[src/rtl/ttt_pkg.sv]
// Shared types and defaults for the fanout connection memory/iterator.
// Holds the FSM state encoding, the programming opcodes and small width helpers.
package ttt_pkg;

    localparam int DEF_NUM_PROCESSORS  = 8;
    localparam int DEF_NEW_TOKEN_BITS  = 4;
    localparam int DEF_NUM_TOKEN_TYPES = 2;

    typedef enum logic [1:0] {
        IDLE   = 2'd0,
        LOAD   = 2'd1,
        STREAM = 2'd2,
        DONE   = 2'd3
    } fanout_state_e;

    typedef enum logic [1:0] {
        PROG_WEIGHT = 2'd0,
        PROG_INDPTR = 2'd1,
        PROG_INDEX  = 2'd2
    } prog_op_e;

    // Index width that never collapses to zero bits for single-entry selectors.
    function automatic int clog2_min1(input int n);
        return (n <= 2) ? 1 : $clog2(n);
    endfunction

endpackage

[src/rtl/tt_um_jleugeri_ttt_conn_mem.sv]
// Connection storage in CSC form: indptr per processor, target index and per-channel weights
// per connection. One write port, asynchronous read of the indptr pair and one connection entry.
module tt_um_jleugeri_ttt_conn_mem
    import ttt_pkg::*;
#(
    parameter int NUM_PROCESSORS  = DEF_NUM_PROCESSORS,
    parameter int NUM_CONNECTIONS = NUM_PROCESSORS * NUM_PROCESSORS,
    parameter int NEW_TOKEN_BITS  = DEF_NEW_TOKEN_BITS,
    parameter int NUM_TOKEN_TYPES = DEF_NUM_TOKEN_TYPES,
    localparam int PW = $clog2(NUM_PROCESSORS),
    localparam int CW = $clog2(NUM_CONNECTIONS + 1),
    localparam int AW = $clog2(NUM_CONNECTIONS),
    localparam int SW = $clog2(NUM_PROCESSORS + 1),
    localparam int HW = clog2_min1(NUM_TOKEN_TYPES),
    localparam int TW = NUM_TOKEN_TYPES * NEW_TOKEN_BITS
) (
    input  logic                      clk,
    input  logic                      we_i,
    input  prog_op_e                  op_i,
    input  logic [SW-1:0]             wr_pid_i,
    input  logic [CW-1:0]             wr_cid_i,
    input  logic [HW-1:0]             wr_channel_i,
    input  logic [NEW_TOKEN_BITS-1:0] wr_tokens_i,
    input  logic [PW-1:0]             ptr_idx_i,
    output logic [CW-1:0]             ptr_lo_o,
    output logic [CW-1:0]             ptr_hi_o,
    input  logic [AW-1:0]             ent_addr_i,
    output logic [PW-1:0]             ent_target_o,
    output logic [TW-1:0]             ent_tokens_o
);

    logic [CW-1:0]             indptr_mem [NUM_PROCESSORS+1];
    logic [PW-1:0]             index_mem  [NUM_CONNECTIONS];
    logic [NEW_TOKEN_BITS-1:0] weight_mem [NUM_CONNECTIONS][NUM_TOKEN_TYPES];

    // Contents are deliberately not reset; they are defined only once programmed.
    always_ff @(posedge clk) begin
        if (we_i) begin
            case (op_i)
                PROG_WEIGHT: weight_mem[wr_cid_i[AW-1:0]][wr_channel_i] <= wr_tokens_i;
                PROG_INDPTR: indptr_mem[wr_pid_i] <= wr_cid_i;
                PROG_INDEX:  index_mem[wr_cid_i[AW-1:0]] <= wr_pid_i[PW-1:0];
                default: ;
            endcase
        end
    end

    assign ptr_lo_o     = indptr_mem[SW'(ptr_idx_i)];
    assign ptr_hi_o     = indptr_mem[SW'(ptr_idx_i) + SW'(1)];
    assign ent_target_o = index_mem[ent_addr_i];

    genvar gi;
    generate
        for (gi = 0; gi < NUM_TOKEN_TYPES; gi++) begin : g_ch
            assign ent_tokens_o[gi*NEW_TOKEN_BITS +: NEW_TOKEN_BITS] = weight_mem[ent_addr_i][gi];
        end
    endgenerate

endmodule

[src/rtl/tt_um_jleugeri_ttt_fanout.sv]
// Fanout iterator: on a start request walks the outgoing connections of one processor and
// streams (target, weights) over a valid/ready interface; also owns the programming port.
module tt_um_jleugeri_ttt_fanout
    import ttt_pkg::*;
#(
    parameter int NUM_PROCESSORS  = DEF_NUM_PROCESSORS,
    parameter int NUM_CONNECTIONS = NUM_PROCESSORS * NUM_PROCESSORS,
    parameter int NEW_TOKEN_BITS  = DEF_NEW_TOKEN_BITS,
    parameter int NUM_TOKEN_TYPES = DEF_NUM_TOKEN_TYPES,
    localparam int PW = $clog2(NUM_PROCESSORS),
    localparam int CW = $clog2(NUM_CONNECTIONS + 1),
    localparam int SW = $clog2(NUM_PROCESSORS + 1),
    localparam int HW = clog2_min1(NUM_TOKEN_TYPES),
    localparam int TW = NUM_TOKEN_TYPES * NEW_TOKEN_BITS
) (
    input  logic                      clk,
    input  logic                      rst_n,
    input  logic                      start_valid,
    output logic                      start_ready,
    input  logic [PW-1:0]             start_pid,
    output logic                      out_valid,
    input  logic                      out_ready,
    output logic [PW-1:0]             out_target_id,
    output logic [TW-1:0]             out_tokens,
    output logic                      done,
    output logic                      range_err,
    input  logic                      prog_en,
    input  logic [1:0]                prog_op,
    input  logic [SW-1:0]             prog_pid,
    input  logic [CW-1:0]             prog_cid,
    input  logic [HW-1:0]             prog_channel,
    input  logic [NEW_TOKEN_BITS-1:0] prog_tokens,
    output logic                      prog_err
);

    localparam int AW = $clog2(NUM_CONNECTIONS);
    localparam logic [CW-1:0] NC_LIMIT = CW'(NUM_CONNECTIONS);
    localparam logic [SW-1:0] NP_LIMIT = SW'(NUM_PROCESSORS);

    fanout_state_e state_q;
    logic [PW-1:0] pid_q;
    logic [CW-1:0] addr_q;
    logic [CW-1:0] end_q;
    logic          out_valid_q;
    logic [PW-1:0] out_target_q;
    logic [TW-1:0] out_tokens_q;
    logic          done_q;
    logic          range_err_q;
    logic          prog_err_q;

    logic [CW-1:0] ptr_lo;
    logic [CW-1:0] ptr_hi;
    logic [PW-1:0] ent_target;
    logic [TW-1:0] ent_tokens;
    logic          prog_bad;
    logic          prog_we;
    logic          advance;

    assign prog_bad    = (prog_cid >= NC_LIMIT) || (prog_pid > NP_LIMIT);
    assign prog_we     = prog_en && (state_q == IDLE) && !prog_bad && (prog_op != 2'd3);
    assign start_ready = (state_q == IDLE) && !prog_en;
    assign advance     = !out_valid_q || out_ready;

    tt_um_jleugeri_ttt_conn_mem #(
        .NUM_PROCESSORS  (NUM_PROCESSORS),
        .NUM_CONNECTIONS (NUM_CONNECTIONS),
        .NEW_TOKEN_BITS  (NEW_TOKEN_BITS),
        .NUM_TOKEN_TYPES (NUM_TOKEN_TYPES)
    ) u_conn_mem (
        .clk          (clk),
        .we_i         (prog_we),
        .op_i         (prog_op_e'(prog_op)),
        .wr_pid_i     (prog_pid),
        .wr_cid_i     (prog_cid),
        .wr_channel_i (prog_channel),
        .wr_tokens_i  (prog_tokens),
        .ptr_idx_i    (pid_q),
        .ptr_lo_o     (ptr_lo),
        .ptr_hi_o     (ptr_hi),
        .ent_addr_i   (addr_q[AW-1:0]),
        .ent_target_o (ent_target),
        .ent_tokens_o (ent_tokens)
    );

    always_ff @(posedge clk or negedge rst_n) begin
        if (!rst_n) begin
            state_q      <= IDLE;
            pid_q        <= '0;
            addr_q       <= '0;
            end_q        <= '0;
            out_valid_q  <= 1'b0;
            out_target_q <= '0;
            out_tokens_q <= '0;
            done_q       <= 1'b0;
            range_err_q  <= 1'b0;
            prog_err_q   <= 1'b0;
        end else begin
            done_q      <= 1'b0;
            range_err_q <= 1'b0;
            prog_err_q  <= prog_en && ((state_q != IDLE) || prog_bad);
            case (state_q)
                IDLE: begin
                    if (start_valid && start_ready) begin
                        pid_q   <= start_pid;
                        state_q <= LOAD;
                    end
                end
                LOAD: begin
                    addr_q  <= ptr_lo;
                    end_q   <= ptr_hi;
                    state_q <= STREAM;
                end
                STREAM: begin
                    // The range is judged on the registered pointer pair, so an empty or
                    // inverted range finishes exactly like a fully drained one.
                    if (advance) begin
                        if (end_q > addr_q) begin
                            out_target_q <= ent_target;
                            out_tokens_q <= ent_tokens;
                            out_valid_q  <= 1'b1;
                            addr_q       <= addr_q + CW'(1);
                        end else begin
                            out_valid_q <= 1'b0;
                            done_q      <= 1'b1;
                            range_err_q <= (end_q < addr_q);
                            state_q     <= DONE;
                        end
                    end
                end
                DONE: begin
                    state_q <= IDLE;
                end
                default: state_q <= IDLE;
            endcase
        end
    end

    assign out_valid     = out_valid_q;
    assign out_target_id = out_target_q;
    assign out_tokens    = out_tokens_q;
    assign done          = done_q;
    assign range_err     = range_err_q;
    assign prog_err      = prog_err_q;

endmodule

[config.mk]
export PLATFORM = sky130hd
export DESIGN_NAME = tt_um_jleugeri_ttt_fanout
export DESIGN_NICKNAME = d
export VERILOG_FILES = /design/src/rtl/ttt_pkg.sv /design/src/rtl/tt_um_jleugeri_ttt_conn_mem.sv /design/src/rtl/tt_um_jleugeri_ttt_fanout.sv
export SDC_FILE = /design/constraint.sdc
export NUM_CORES = 1
export LEC_CHECK = 0
export BUFFER_PORTS_ARGS = -buffer_cell sky130_fd_sc_hd__buf_4
export CORE_UTILIZATION = 45
export DETAILED_ROUTE_END_ITERATION = 16
export MAX_ROUTING_LAYER = met4
export PLACE_DENSITY = 0.6
export SLEW_MARGIN = 20
export SYNTH_ARGS = -nofsm -noshare
export SYNTH_HDL_FRONTEND = slang
export SYNTH_HIERARCHICAL = 1
export SYNTH_SLANG_ARGS = --single-unit
[constraint.sdc]
create_clock -name clk -period 2.9 [get_ports clk]
set_clock_uncertainty 0.05 [all_clocks]
set_input_delay 0.435 -clock clk [delete_from_list [all_inputs] [get_ports clk]]
set_output_delay 0.435 -clock clk [all_outputs]
set_load 0.01 [all_outputs]
==> results of run 1 <==
==> where the power goes <==
group	internal [W]	leakage (nW)	switching, W
registers	0.0129	7.29	0.000336
clock network	0.00643	1.34	0.00429
logic	0.00478	4.16	0.00548
total	0.0241	12.8	0.0101
==> metrics by stage <==
stage	power (W)	instance area, sq um	TNS [ns]
2_1_floorplan	0.0202	32700	0
3_3_place_gp	0.0237	35800	-1.31
3_5_place_dp	0.0238	35800	0
4_1_cts	0.0345	38600	0
5_1_grt	0.0356	38600	0
6_report	0.0343	38600	0
==> Yosys cell counts, drive strengths merged, types with 5 or more instances <==
| cell | count |
|---|---|
| and2 | 5 |
| a211oi | 6 |
| a21oi | 17 |
| buf | 56 |
| nand3b | 10 |
| nor2 | 234 |
| nor4 | 7 |
| a32o | 5 |
| mux4 | 211 |
| dfrtp | 34 |
| o22ai | 6 |
| mux2 | 27 |
| o21ai | 52 |
| nand3 | 14 |
| nor3b | 7 |
| or3 | 6 |
| o221ai | 10 |
| a31oi | 5 |
| nor3 | 18 |
| ha | 13 |
| clkbuf | 41 |
| edfxtp | 767 |
| inv | 16 |
| mux2i | 30 |
| nand2b | 14 |
| nand2 | 82 |
==> how the worst max path moves through the flow <==
| stage | from | to | slack, ns | cells past startpoint |
|---|---|---|---|---|
| after floorplan | prog_pid[0] | u_conn_mem/indptr_mem[8][0] | 0.32 | 7 |
| after global placement | prog_pid[0] | u_conn_mem/weight_mem[57][6] | -0.09 | 13 |
| after detailed placement | prog_pid[0] | u_conn_mem/weight_mem[57][6] | 0.01 | 13 |
| after CTS | addr_q[0] | out_tokens[0] | 0.08 | 8 |
| after global routing | addr_q[0] | out_tokens[0] | 0.01 | 8 |
| final | addr_q[0] | out_tokens[6] | 0.13 | 8 |
==> cell type report <==
| cell class | instances | share of cell area |
|---|---|---|
| clock inverter | 49 | 0.0138 |
| clock buffer | 98 | 0.0573 |
| timing repair buffer | 298 | 0.0646 |
| inverter | 16 | 0.00155 |
| multi-input combinational | 824 | 0.213 |
| tap | 950 | 0.0308 |
| sequential | 801 | 0.618 |
| antenna | 1 | 0.0000648 |
==> cell families (layout without fill, tap and decap cells) <==
kind of cell	count (synthesis)	after routing	synth area share
and+or+nand+nor	418	418	0.0560
muxes	268	268	0.165
xor gates and xnor gates	2	2	0.000535
buffers and inverters	113	461	0.0188
AOI/OAI and AO/OA	123	123	0.0252
other	0	1	0
adders and majority gates	13	13	0.00497
DFF	801	801	0.730
==> state kept, by name, indices dropped and copies added, names as in the netlist, 2 cells and up <==
name                   count
addr_q                     7
end_q                      7
out_target_id              3
out_tokens                 8
pid_q                      3
state_q                    2
u_conn_mem/index_mem     192
u_conn_mem/indptr_mem     63
u_conn_mem/weight_mem    512
==> routing by layer <==
| metal | wire [microns] | part of all wire | track usage | vias up |
|---|---|---|---|---|
| met1 | 34000 | 0.43 | 0.315 | 9260 |
| met3 | 5550 | 0.070 | 0.0329 | 107 |
| met5 | 0 | 0 | - | - |
| met4 | 1600 | 0.020 | 0.0597 | 0 |
| met2 | 38800 | 0.49 | 0.356 | 679 |
| li1 | - | - | - | 7584 |
==> critical path: cells and delay by family, from the launching register on <==
kind,cells,cell delay [ns]
buf+inv,3,0.74
flops,1,0.59
simple gates,2,0.39
mux,1,0.37
fa+ha+maj,1,0.30
compound gates,1,0.19
==> repair_timing <==
action	4_1_cts	5_1_grt
endpoints found under the setup margin	0	23
hold endpoints to repair	37	0
hold buffers	4	0
resized for setup	0	5
==> metrics.md, run 1 <==
| Metric | Value |
|---|---|
| Synth Cell Area | 32700 sq um |
| Cell variety after synth | 60 |
| Inserted Clock Buffers | 81 |
| WP data arrival | 3.22 ns |
| Largest area contributor in the netlist | edfxtp_1 |
| DP Worst Slack | 0.00957 ns |
| Setup WS post-layout | 0.125 ns |
| Slew Limit Fails | 0 |
| Worst-path clk slew | 0.06 ns |
| Layout filler cell count | 5613 |
| Share of post-route cells with drive strength above 1 | 0.319 |
| Footprint of the multi-input gates | 8250 sq um |
| Most frequent cells in the layout | edfxtp_1 (767), buf_4 (274), nor2_1 (233), mux4_2 (201), clkbuf_16 (85) |
| Largest cells by area after synthesis | edfxtp_1 (70%), mux4_2 (14%), nor2_1 (2.7%) |
| Largest net degree at the start of global routing | 79 |
| CP Launch Type | flip-flop |
| Critical Path RT | 3.35 ns |
| CTS sink count | 801 |
| R2r setup slk | 0.13 ns |
| Vias/cell | 5.81 |
| CP Max Fanout | 13 |
| Slew HR | 0.342 |
| FF+latch count, synth | 801 |
| Min Tclk post-route | 2.77 ns |
| Final WL | 79900 microns |
| # setup viols final | 0 |
| Average cell area after synthesis | 18.8 sq um |
| Root Buffer | clkbuf_16 |
| Yosys warnings | 6 |
| Core box area | 71700 sq um |
| Layout area overhead | 18.1% |
| Commonest non-fill, non-tap cell in the layout | edfxtp_1 |
| Pleak | 12.8 nW |
| PwrDens | 886 nW/um^2 |
| Hold path depth | 2 |
| DR vias | 17600 |
| Ys flop type | edfxtp_1 |
| Boundary Pins | 42 |
| H-tree depth | 3 |
| Hold_sp | prog_en |
| Post-CTS Repair Setup Buffers | 0 |
| Total grt overflow | 0 |
| TritonCTS clock tree | done |
| Reg2Reg Depth | 8 |
| First-pass GRT wire length | 120000 microns |
| Die area | 73800 sq um |
| Initial antenna violation count | 0 |
| Num rows | 98 |
| Largest stage delay on the critical path | 0.59 ns |
| Routed Antenna Nets | 0 |
| Finished Layout Cells | 3037 |
| WHS | 0.0499 ns |
| Status | completed |
| Gpl congestion | 0.856 |
| Reg2reg end | out_tokens[6] |
| Crit-path most repeated cell | buf_4 |
| Final net count | 2061 |
| Die width | 272 microns |
| Peak Freq | 360 MHz |
| Seq/Total Area, Yosys | 0.730 |
| DPL Wire Length | 52600 microns |
| Critical Path Sink Type | flip-flop |
| Initial Utilization | 0.456 |
| Number of synthesized flops with an enable pin | 767 |
| Hold endpoint | prog_err |
| Post-synth ARST share | 0.0424 |
| Top cell type's share of synthesized area | 0.704 |
| Kind of critical path | reg2reg |
| Worst-Skew Late Latency | 0.62 ns |
| Initial DRC count | 1843 |
| DR pass1 iterations | 7 |
| Synth Net Count | 1777 |
| Placed Instances | 2885 |
| VDD IR max | 0.521 mV |
| Wire per inst | 26.3 microns |
| Syn Inst Count | 1738 |
| Total GRT Usage | 0.227 |
| IO buf count | 41 |
| FF-to-FF Start | addr_q[0] |
| CTS max path bufs | 3 |
| Fin crit share | 0.957 |
| Slowest CP cell | dfrtp_4 |
| Type of the most critical hold path | in2reg |
| Crit-path cells | buf_12 > buf_4 > ha_1 > nand3_1 > or2_2 > o211ai_4 > buf_4 > mux2_2 |
| Fin util | 0.539 |
| RSZ-0062 raised after global routing | no |
| Reg area | 23900 sq um |
| Max-Cap Viols | 0 |
| Vias in the first global route | 18100 |
| Worst slew pin tran | 0.979 ns |
| Die Span Y | 272 microns |
| Final hold vios | 0 |
| # DRC | 0 |
Note: power is estimated with default switching activity, not from simulation.
==> inputs of run 2 (changes only) <==
--- a/config.mk
+++ b/config.mk
@@ -5,6 +5,7 @@
 export SDC_FILE = /design/constraint.sdc
 export NUM_CORES = 1
 export LEC_CHECK = 0
+export ABC_AREA = 1
 export BUFFER_PORTS_ARGS = -buffer_cell sky130_fd_sc_hd__buf_4
 export CORE_UTILIZATION = 45
 export DETAILED_ROUTE_END_ITERATION = 16
==> run 2 against run 1 <==
Synthesized cell count rose by 81%. Clock power grew 4%. Cell count increased by 39%. Global-route usage grew 2.0 points. Register-to-register slack lost 0.12 ns. Flip-flop and latch count unchanged. Largest power group unchanged. Via count is 35% higher. Wire length rose by 15%. Design area grew 0.51%. Die area increased by 4.6%. Maximum frequency shrank 4.1%. Combinational power increased by 19%.
==> metrics.md, run 2 <==
| Metric | Value |
|---|---|
| Ys flop type | edfxtp_1 |
| Sw Pwr | 0.0134 W |
| Switching portion of total power | 0.366 |
| Finished Layout Cells | 4229 |
| Critical Path RT | 3.15 ns |
| Cell variety after synth | 39 |
| Total grt overflow | 0 |
| Post-synth ARST share | 0.0424 |
| End of the critical path | u_conn_mem/weight_mem[52][6] |
| Largest net degree at the start of global routing | 136 |
| Share of post-route cells with drive strength above 1 | 0.0988 |
| Syn Inst Count | 3147 |
| Root Buffer | clkbuf_16 |
| Final hold vios | 0 |
| Boundary Pins | 42 |
| CP Max Fanout | 56 |
| FF+latch count, synth | 801 |
| Setup TNS | 0 ns |
| Min Tclk post-route | 2.89 ns |
| Number of synthesized flops with an enable pin | 767 |
| Max FFs per register | 512 |
| DPL Wire Length | 57100 microns |
| WP data arrival | 3.14 ns |
| Largest stage delay on the critical path | 0.67 ns |
| Largest area contributor in the netlist | edfxtp_1 |
| Num rows | 100 |
| Pleak | 14.0 nW |
| Met2 GRT Util | 0.394 |
| Placed Instances | 4063 |
| Internal | 0.0232 W |
| Worst Setup SP | state_q[0] |
| Synth top cells by count | nand2_1 (1042), edfxtp_1 (767), nand3_1 (623) |
| Fin crit share | 0.998 |
| Max-Cap Viols | 0 |
| Clock power frac | 0.303 |
| Core box area | 74800 sq um |
| Slew Limit Fails | 0 |
| RSZ-0062 raised after global routing | yes |
| Worst-path clk slew | 0.06 ns |
| Final WL | 92200 microns |
| PwrDens | 941 nW/um^2 |
| Top cell type's share of synthesized area | 0.673 |
| Critical Path Sink Type | flip-flop |
| Most frequent cells in the layout | nand2_1 (1042), edfxtp_1 (767), nand3_1 (621), nor2_1 (218), buf_4 (118) |
| Worst slew pin tran | 0.839 ns |
| Total GRT Usage | 0.247 |
| Wire per inst | 21.8 microns |
| Initial antenna violation count | 1 |
| Average cell area after synthesis | 10.9 sq um |
| Layout filler cell count | 6476 |
| Worst-Skew Late Latency | 0.65 ns |
| Footprint of the multi-input gates | 9220 sq um |
| Reg area | 23900 sq um |
| DR vias | 23900 |
| Die Span Y | 278 microns |
| CP Launch Type | flip-flop |
| VDD IR max | 0.614 mV |
| Setup WS post-layout | 0.00654 ns |
| Synth Net Count | 3186 |
| DR pass1 iterations | 7 |
| Peak Freq | 346 MHz |
| Die area | 77200 sq um |
| Most common cell in the netlist | nand2_1 |
| Seq pwr share | 0.360 |
| Initial DRC count | 2686 |
| Layout area overhead | 13.4% |
| DP Worst Slack | -0.296 ns |
| Status | completed |
| Seq/Total Area, Yosys | 0.697 |
| Met3 usage in global routing | 0.0344 |
| Initial Utilization | 0.458 |
| Final net count | 3225 |
| Vias in the first global route | 23500 |
| Largest cells by area after synthesis | edfxtp_1 (67%), nand2_1 (11%), nand3_1 (9.1%) |
| Met1 Usage GRT | 0.328 |
| Inserted Clock Buffers | 86 |
| Routed Antenna Nets | 0 |
| Gpl congestion | 0.884 |
| Type of the most critical hold path | in2reg |
| Synth Cell Area | 34200 sq um |
| Comb power frac | 0.337 |
| Reg2Reg Depth | 8 |
| Slowest CP cell | or4_2 |
| Die width | 278 microns |
| H-tree depth | 3 |
| TritonCTS clock tree | done |
| FF-to-FF Start | state_q[0] |
| Commonest non-fill, non-tap cell in the layout | nand2_1 |
| Reg2reg end | u_conn_mem/weight_mem[52][6] |
| Slew HR | 0.440 |
| Vias/cell | 5.64 |
| Yosys warnings | 6 |
| # setup viols final | 0 |
| R2r setup slk | 0.007 ns |
| IO buf count | 41 |
| Busiest grt layer | met2 |
| CTS max path bufs | 3 |
| First-pass GRT wire length | 140000 microns |
| # DRC | 0 |
| Crit-path cells | inv_1 > ha_1 > nand3_1 > a21oi_1 > inv_2 > or4_2 > buf_12 > nor2_1 |
| CTS sink count | 801 |
| Post-CTS Repair Setup Buffers | 0 |
| Kind of critical path | reg2reg |
[run 2: cell types whose count changed in the layout (fill, tap and decap cells not counted), sizes merged, moves of 14 or more]
cell and change:
buf -154, a21oi +20, mux2 -18, o21ai +24, mux4 -211, inv +49, mux2i -30, nand2b -14
nand3 +610, nand2 +967
[run 2: through the flow]
stage | hold slack (ns) | cell area (sq um) | total power (W) | utilization
after floorplan | 0.0894 | 34200 | 0.0217 | -
after global placement | 0.349 | 35900 | 0.0254 | 0.480
after detailed placement | 0.365 | 35900 | 0.0256 | 0.480
after CTS | 0.0524 | 38800 | 0.0367 | 0.519
after global routing | 0.0772 | 38800 | 0.0385 | 0.519
final | 0.0939 | 38800 | 0.0366 | 0.519
[run 2: repair_timing]
action,4_1_cts,5_1_grt
hold buffers,4,0
endpoints found under the hold margin,37,0
setup endpoints to repair,0,144
gates resized for setup,0,1
[run 2: worst min path at each step]
stage,start,end,slack (ns),depth (start not counted)
after global routing,prog_en,prog_err,0.08,2
final,prog_en,prog_err,0.09,2
after CTS,prog_en,prog_err,0.05,2
after floorplan,rst_n,addr_q[0],0.09,0
after detailed placement,rst_n,pid_q[1],0.37,1
after global placement,rst_n,pid_q[2],0.35,1
[run 2: worst max-delay path, delay by kind of cell, from the launching register on]
family,cells,cell delay [ns]
simple gates,3,1.13
compound gates,1,0.22
fa+ha+maj,1,0.25
buf+inv,3,0.38
flops,1,0.40
[run 2: cells by family (layout without fill, tap and decap cells)]
logic type / after synthesis / after routing / share of synthesized area
buffers and inverters: 260 / 372 / 0.0350
adders and majority gates: 13 / 13 / 0.00475
other: 0 / 1 / 0
and+or+nand+nor: 1927 / 1927 / 0.237
xor gates and xnor gates: 2 / 2 / 0.000512
AOI/OAI and AO/OA: 135 / 135 / 0.0218
DFF: 801 / 801 / 0.697
muxes: 9 / 9 / 0.00296
[run 2: power groups by stage]
stage | sequential [W] | combinational (W) | clock (W)
3_3_place_gp | 0.0134 | 0.0120 | 0
6_report | 0.0132 | 0.0123 | 0.0111
2_1_floorplan | 0.0133 | 0.00835 | 0
3_5_place_dp | 0.0134 | 0.0122 | 0
5_1_grt | 0.0132 | 0.0136 | 0.0117
4_1_cts | 0.0132 | 0.0123 | 0.0113
[run 2: routing by layer]
metal  wire length [microns]  vias to the layer above
met5                       0                        -
met4                    2770                        0
met3                    7370                      171
met2                   43500                     1029
met1                   38500                    11700
li1                        -                    11000
[run 2: final cells by class]
type	instances	area share
Multi-Input combinational cell	2086	0.237
Timing Repair Buffer	144	0.0352
Sequential cell	801	0.615
Inverter	67	0.00680
Clock inverter	52	0.0155
Antenna cell	1	0.0000644
Tap cell	969	0.0312
Clock buffer	109	0.0587
